==> config.mk <==
export PLATFORM = sky130hd
export DESIGN_NAME = fu_result_arbiter
export DESIGN_NICKNAME = d
export VERILOG_FILES = /design/src/rtl/fu_result_arbiter.sv
export SDC_FILE = /design/constraint.sdc
export NUM_CORES = 1
export LEC_CHECK = 0
export BUFFER_PORTS_ARGS = -buffer_cell sky130_fd_sc_hd__clkbuf_2
export CAP_MARGIN = 40
export CORE_UTILIZATION = 30
export CTS_BUF_LIST = sky130_fd_sc_hd__clkbuf_4
export CTS_CLUSTER_DIAMETER = 150
export DETAILED_ROUTE_END_ITERATION = 7
export PLACE_DENSITY = 0.5
export RECOVER_POWER = 25
export SLEW_MARGIN = 0
export SYNTH_ARGS = -nofsm -noshare
export SYNTH_HDL_FRONTEND = slang
export SYNTH_SLANG_ARGS = --single-unit
==> constraint.sdc <==
create_clock -name clk -period 2.8 [get_ports clk]
set_input_delay 0.56 -clock clk [delete_from_list [all_inputs] [get_ports clk]]
set_output_delay 0.56 -clock clk [all_outputs]
set_load 0.02 [all_outputs]
==> src/rtl/fu_result_arbiter.sv <==
// rtl/fu_result_arbiter.sv - per-unit result holding slots, round-robin onto one CDB port
// Each slot holds one unwritten result; slot_busy lets issue logic avoid overrunning a slot.
module fu_result_arbiter #(
   parameter int NUM_FU = 4,
   parameter int TAG_W  = 5,
   parameter int SRC_W  = 2
) (
   input  logic                    clk,
   input  logic                    rst_n,
   input  logic [NUM_FU-1:0]       fu_finish,
   input  logic [NUM_FU*32-1:0]    fu_res,
   input  logic [NUM_FU*TAG_W-1:0] fu_tag,
   output logic                    cdb_valid,
   output logic [31:0]             cdb_data,
   output logic [TAG_W-1:0]        cdb_tag,
   output logic [SRC_W-1:0]        cdb_src,
   input  logic                    cdb_ready,
   output logic [NUM_FU-1:0]       slot_busy,
   output logic                    overflow
);

   logic [NUM_FU-1:0]             full_q, full_d;
   logic [NUM_FU-1:0][31:0]       data_q, data_d;
   logic [NUM_FU-1:0][TAG_W-1:0]  tag_q, tag_d;
   logic [SRC_W-1:0]              rr_q, rr_d;
   logic                          overflow_q, overflow_d;
   logic [SRC_W-1:0]              grant;
   logic                          found;
   logic                          xfer;

   // First full slot at or after rr, wrapping; depends only on registered state.
   always_comb begin : grant_search
      int idx;
      grant = '0;
      found = 1'b0;
      idx   = 0;
      for (int k = 0; k < NUM_FU; k++) begin
         idx = int'(rr_q) + k;
         if (idx >= NUM_FU) idx = idx - NUM_FU;
         if (!found && full_q[idx]) begin
            found = 1'b1;
            grant = SRC_W'(idx);
         end
      end
   end

   assign xfer      = found & cdb_ready;
   assign cdb_valid = found;
   assign cdb_data  = found ? data_q[grant] : 32'd0;
   assign cdb_tag   = found ? tag_q[grant]  : '0;
   assign cdb_src   = found ? grant         : '0;
   assign slot_busy = full_q;
   assign overflow  = overflow_q;

   always_comb begin : next_state
      int   nxt;
      logic drain;
      full_d     = full_q;
      data_d     = data_q;
      tag_d      = tag_q;
      overflow_d = overflow_q;
      rr_d       = rr_q;
      nxt        = 0;
      drain      = 1'b0;
      if (xfer) begin
         nxt = int'(grant) + 1;
         if (nxt >= NUM_FU) nxt = 0;
         rr_d = SRC_W'(nxt);
      end
      for (int i = 0; i < NUM_FU; i++) begin
         drain = xfer && (int'(grant) == i);
         if (drain) full_d[i] = 1'b0;
         // A slot being drained on this edge may be refilled on the same edge.
         if (fu_finish[i]) begin
            if (!full_q[i] || drain) begin
               full_d[i] = 1'b1;
               data_d[i] = fu_res[32*i +: 32];
               tag_d[i]  = fu_tag[TAG_W*i +: TAG_W];
            end else begin
               overflow_d = 1'b1;
            end
         end
      end
   end

   always_ff @(posedge clk or negedge rst_n) begin
      if (!rst_n) begin
         full_q     <= '0;
         data_q     <= '0;
         tag_q      <= '0;
         rr_q       <= '0;
         overflow_q <= 1'b0;
      end else begin
         full_q     <= full_d;
         data_q     <= data_d;
         tag_q      <= tag_d;
         rr_q       <= rr_d;
         overflow_q <= overflow_d;
      end
   end

endmodule

* Word-level counts from Yosys, hierarchy flattened
Index checks and enable logic that the tools add are counted.
Cells by class: $add $sub $neg 8, magnitude comparators 10, equal/unequal tests 3, muxes and demuxes 52, bitwise operators 1, reduce and logical (&&, ||, !) cells 23
Operator list (count):
- $mux 32 | 6
- $lt 32x4->1 const B | 4
- $bmux 32 s2 | 1
- $mux 1 | 32
- $ge 3x3->1 const B | 4
- $mux 2 | 6
- $sub 3x3->4 const B | 3
- $bmux 5 s2 | 1
- $mux 5 | 2
- $bmux 1 s2 | 4
- $reduce_and 2->1 | 4
- $logic_and 1x1->1 | 7
- $logic_not 1->1 | 7
- $add 2x1->3 const B | 2
- $add 2x2->3 const B | 2
- $eq 2x2->1 const B | 2
- $logic_or 1x1->1 | 4
- $sub 2x3->4 const B | 1
- $ge 2x3->1 const B | 1
- $lt 2x3->1 const B | 1
- $eq 2x1->1 const B | 1
- $logic_not 2->1 | 1
- $and 1x1->1 | 1
Storage, ports and cells: flip-flop bits (word level) 155, input port bits 155, output and inout port bits 45, word-level logic and storage cells 108

* Logic depth before layout (Yosys ltp)
depth after elaboration 26, gate-level depth with buffers 13

* Least setup slack after synthesis
Ideal clock, no wire load.
kind reg2reg, from register full_q[2], in the netlist slot_busy[2], to register data_q[101] (netlist name), arrival 2.611 ns, path slack 0.064 ns, cell stages (with the launch flop) 13, path buffers 4, period minus slack after synthesis 2.736 ns, cells stage by stage dfrtp_1 buf_2 inv_1 o21a_1 o221ai_1 buf_2 inv_1 ha_1 a21oi_1 nand2b_1 buf_2 buf_4 mux2_2
On the way: cells in the longest elaborated chain, start to end 17
RTL lines:
- start: declaration | line 22 | logic [NUM_FU-1:0] full_q, full_d;
- start signal: assignment | line 94 | full_q <= full_d;
- $bmux 1 s2 | line 40 | if (!found && full_q[idx]) begin
- $mux 1 (implied by the code) (2 in a row) | line 40
- $mux 1 | line 40
- $logic_not 1->1 | line 40
- $logic_and 1x1->1 | line 40
- $mux 1 | line 40
- $logic_not 1->1 | line 40
- $logic_and 1x1->1 | line 40
- $mux 1 | line 40
- $logic_not 1->1 | line 40
- $logic_and 1x1->1 | line 40
- $mux 2 or $mux 1 (tied branches) | line 40
- $eq 2x1->1 or $and 1x1->1 (tied branches) | line 71, 47
- $logic_and 1x1->1 (*) | line 71 | drain = xfer && (int'(grant) == i);
- $logic_or 1x1->1 (*) | line 75 | if (!full_q[i] || drain) begin
- $reduce_and 2->1 (no source line) (*)
- end signal: assignment | line 95 | data_q <= data_d;
- end: declaration | line 23 | logic [NUM_FU-1:0][31:0] data_q, data_d;
Every way passes the cells marked *; elsewhere a longest branch is shown, timed or not. The select of a mux whose other input is x is not followed. A chain may end at the register's enable or synchronous reset.

* Final worst setup path
from register rr_q[1], to output cdb_data[11]
On the way: cells in the longest elaborated chain, start to end 18
RTL lines:
- start: declaration | line 25 | logic [SRC_W-1:0] rr_q, rr_d;
- start signal: assignment | line 97 | rr_q <= rr_d;
- branches (longest 17 deep; another with $sub 3x3->4)
- $mux 32 (*) | line 49 | assign cdb_data = found ? data_q[grant] : 32'd0;
- end: declaration | line 14 | output logic [31:0] cdb_data,
Every way passes the cells marked *. The select of a mux whose other input is x is not followed.

==> flow_summary.json <==
{
  "grt_pass1_vias": 5732,
  "drv_cap": 0,
  "p_comb_frac": 0.668,
  "gp_congestion": 0.770,
  "setup_viol": 37,
  "required_ps": 2240,
  "power.leakage_uw": 0.00465,
  "yosys.area.top_type": "dfrtp_1",
  "startpoint_type": "register",
  "hold_path_depth": 2,
  "avgSynthCellArea_um2": 14.6,
  "p_seq_frac": 0.248,
  "drtIter0Drc": 171,
  "antenna_found_initial": 1,
  "powerDensity_mw_per_mm2": 1660,
  "tritoncts": "yes",
  "drtPass1Iterations": 4,
  "worst_pin_slew_ps": 1390,
  "netlist_area_mm2": 0.00743,
  "io_buffers": 199,
  "run_status": "complete, but fails checks",
  "dieArea_mm2": 0.0254,
  "skew_ps": 19.6,
  "reg2reg_to": "data_q[81]",
  "holdWs_ps": 197,
  "clkPwrFrac": 0.083,
  "final_layout_size_suffix_gt1_frac": 0.539,
  "vias_per_cell": 4.72,
  "num_rows": 57,
  "ys_seq_area_frac": 0.522,
  "r2r_cells": 12,
  "final_util": 0.414,
  "yosys.cell_types.count": 37,
  "dp_slack_ps": 199,
  "finalHoldViolCount": 0,
  "placed_cells": 1019,
  "hp-start": "fu_res[114]",
  "drt-wirelength-per-cell_um": 19.3,
  "synth_nets": 667,
  "insertion_delay_ps": 560,
  "htree_levels": 4,
  "die_h_um": 159,
  "power.internal_uw": 9730,
  "synth-seq-cells": 155,
  "fin_ws_ps": -260,
  "seq_area_mm2": 0.00388,
  "grt_first_pass_wirelength_mm": 32.1,
  "core_mm2": 0.0243,
  "hp-class": "in2reg",
  "postRouteWirelength_mm": 20.9,
  "worst_setup_path_end_kind": "primary output",
  "ff2ff_setup_slack_ps": 40,
  "nets": 906,
  "multiInputGateArea_mm2": 0.00349,
  "ant_nets": 0,
  "post-dp-hpwl_mm": 13.8,
  "ctsRootBufferMaster": "clkbuf_4",
  "clkTransAtPathRegs_ps": 160,
  "drc": 0,
  "rr_startpoint": "rr_q[1]",
  "ir_worst_vdd_uv": 782,
  "fillers": 2243,
  "area_growth_pct": 35.6,
  "min_period_ps": 3060,
  "fin_cells": 1085,
  "vias": 5123,
  "arrival_ps": 2500,
  "whs_endpoint": "data_q[114]",
  "cts_sinks": 155,
  "switching_share": 0.418,
  "ys_top_cells_by_area": "dfrtp_1 (52%), mux2_1 (17%), mux2i_1 (10%)",
  "grt_usage": 0.166,
  "rsz0062_at_grt": "true",
  "setup_tns_ps": -8370,
  "clk_path_buf_depth": 2,
  "switchingPower_uw": 7000,
  "violations": "setup timing",
  "start_util": 0.305,
  "synth_top_area_share": 0.522,
  "cp_max_fo": 5,
  "syn_inst": 508,
  "final_max_slew_viol_count": 0,
  "io_pins": 200,
  "crit_type": "reg2out",
  "numCtsBuffers": 17,
  "grt_max_degree": 56,
  "grt.overflow.total": 0,
  "fin_crit_sh": 1.09,
  "fmax_ghz": 0.327,
  "max_slew_margin": 0.0715,
  "die_x_um": 159,
  "yosys_warnings": 0
}
## flip-flops by register name, summed over array words and instances, names as in the netlist, named ones only
register,count
data_q,128
slot_busy,4
rr_q,1
overflow,1
tag_q,20
## cell usage after synthesis, drive strengths merged
| cell | number |
|---|---|
| mux2 | 150 |
| a21oi | 5 |
| nand3 | 2 |
| a22oi | 1 |
| nand2 | 6 |
| nor2b | 1 |
| o221ai | 1 |
| a222oi | 1 |
| ha | 4 |
| or2 | 5 |
| a21o | 1 |
| inv | 7 |
| nor2 | 2 |
| nand2b | 5 |
| mux2i | 74 |
| or3 | 1 |
| dfrtp | 155 |
| nor3 | 2 |
| o211ai | 3 |
| a21boi | 3 |
| clkbuf | 2 |
| buf | 34 |
| o32a | 1 |
| o21a | 1 |
| o21ai | 4 |
| o22ai | 37 |
## power groups by stage
stage / clock (µW) / sequential (µW) / combinational (µW)
floorplan: 0 / 3870 / 6390
global placement: 0 / 4040 / 8320
detailed placement: 0 / 4100 / 8460
CTS: 1480 / 4100 / 10300
global route: 1560 / 4300 / 11900
finish: 1390 / 4150 / 11200
## worst max path at each step
stage,startpoint,endpoint
finish,rr_q[1],cdb_data[11]
global route,rr_q[1],cdb_data[11]
CTS,rr_q[1],cdb_data[5]
detailed placement,register,cdb_data[22]
global placement,rr_q[1],cdb_data[22]
floorplan,slot_busy[2],data_q[101]
## cell families after synthesis
logic type / after synthesis / share of synthesized area
mux: 224 / 0.327
flops: 155 / 0.522
compound gates: 58 / 0.0785
buf+inv: 43 / 0.0472
simple gates: 24 / 0.0182
fa+ha+maj: 4 / 0.00674
## per-layer routing
layer	global-route usage	wire length, µm
met4	0.0481	284
met5	0	0
met3	0.0341	675
met2	0.290	10900
met1	0.205	9090
## cell usage in the layout, fill, tap and decap left out, drive strengths merged, types with 3 or more instances in the layout
| master | n |
|---|---|
| clkbuf | 205 |
| dfrtp | 155 |
| mux2 | 150 |
| mux2i | 74 |
| buf | 67 |
| o22ai | 37 |
| inv | 13 |
| clkinv | 7 |
| nand2 | 6 |
| or2 | 5 |
| nand2b | 5 |
| a21oi | 5 |
| ha | 4 |
| o21ai | 4 |
| a21boi | 3 |
| o211ai | 3 |
## critical path, stage by stage (launching register included)
cell and delay, ps:
dfrtp_1 480, nand2b_4 180, nand2_2 70, o21ai_2 60, a222oi_1 420, buf_4 210
buf_6 120, buf_8 160, o22ai_2 80, clkbuf_8 160
## cell type report
class	instances	area share
Timing Repair Buffer	256	0.196
Sequential cell	155	0.386
Inverter	7	0.00261
Antenna cell	1	0.000248
Tap cell	324	0.0402
Clock buffer	17	0.0127
Clock inverter	15	0.0155
Multi-Input combinational cell	310	0.347
## metrics by stage
step	cell area (µm²)	total power [µW]
after global placement	8860	12400
after CTS	9720	15900
after global routing	10100	17700
after floorplan	7430	10300
final	10100	16700
after detailed placement	8860	12600
## repair_timing
action | CTS | global route
cloned | 4 | 5
setup endpoints to repair | 38 | 112
hold endpoints to repair | 52 | 0
hold buffers | 1 | 0
buffers inserted | 18 | 7
pin swaps | 6 | 10
resized for setup | 72 | 76
Note: power is estimated with default switching activity, not from simulation.
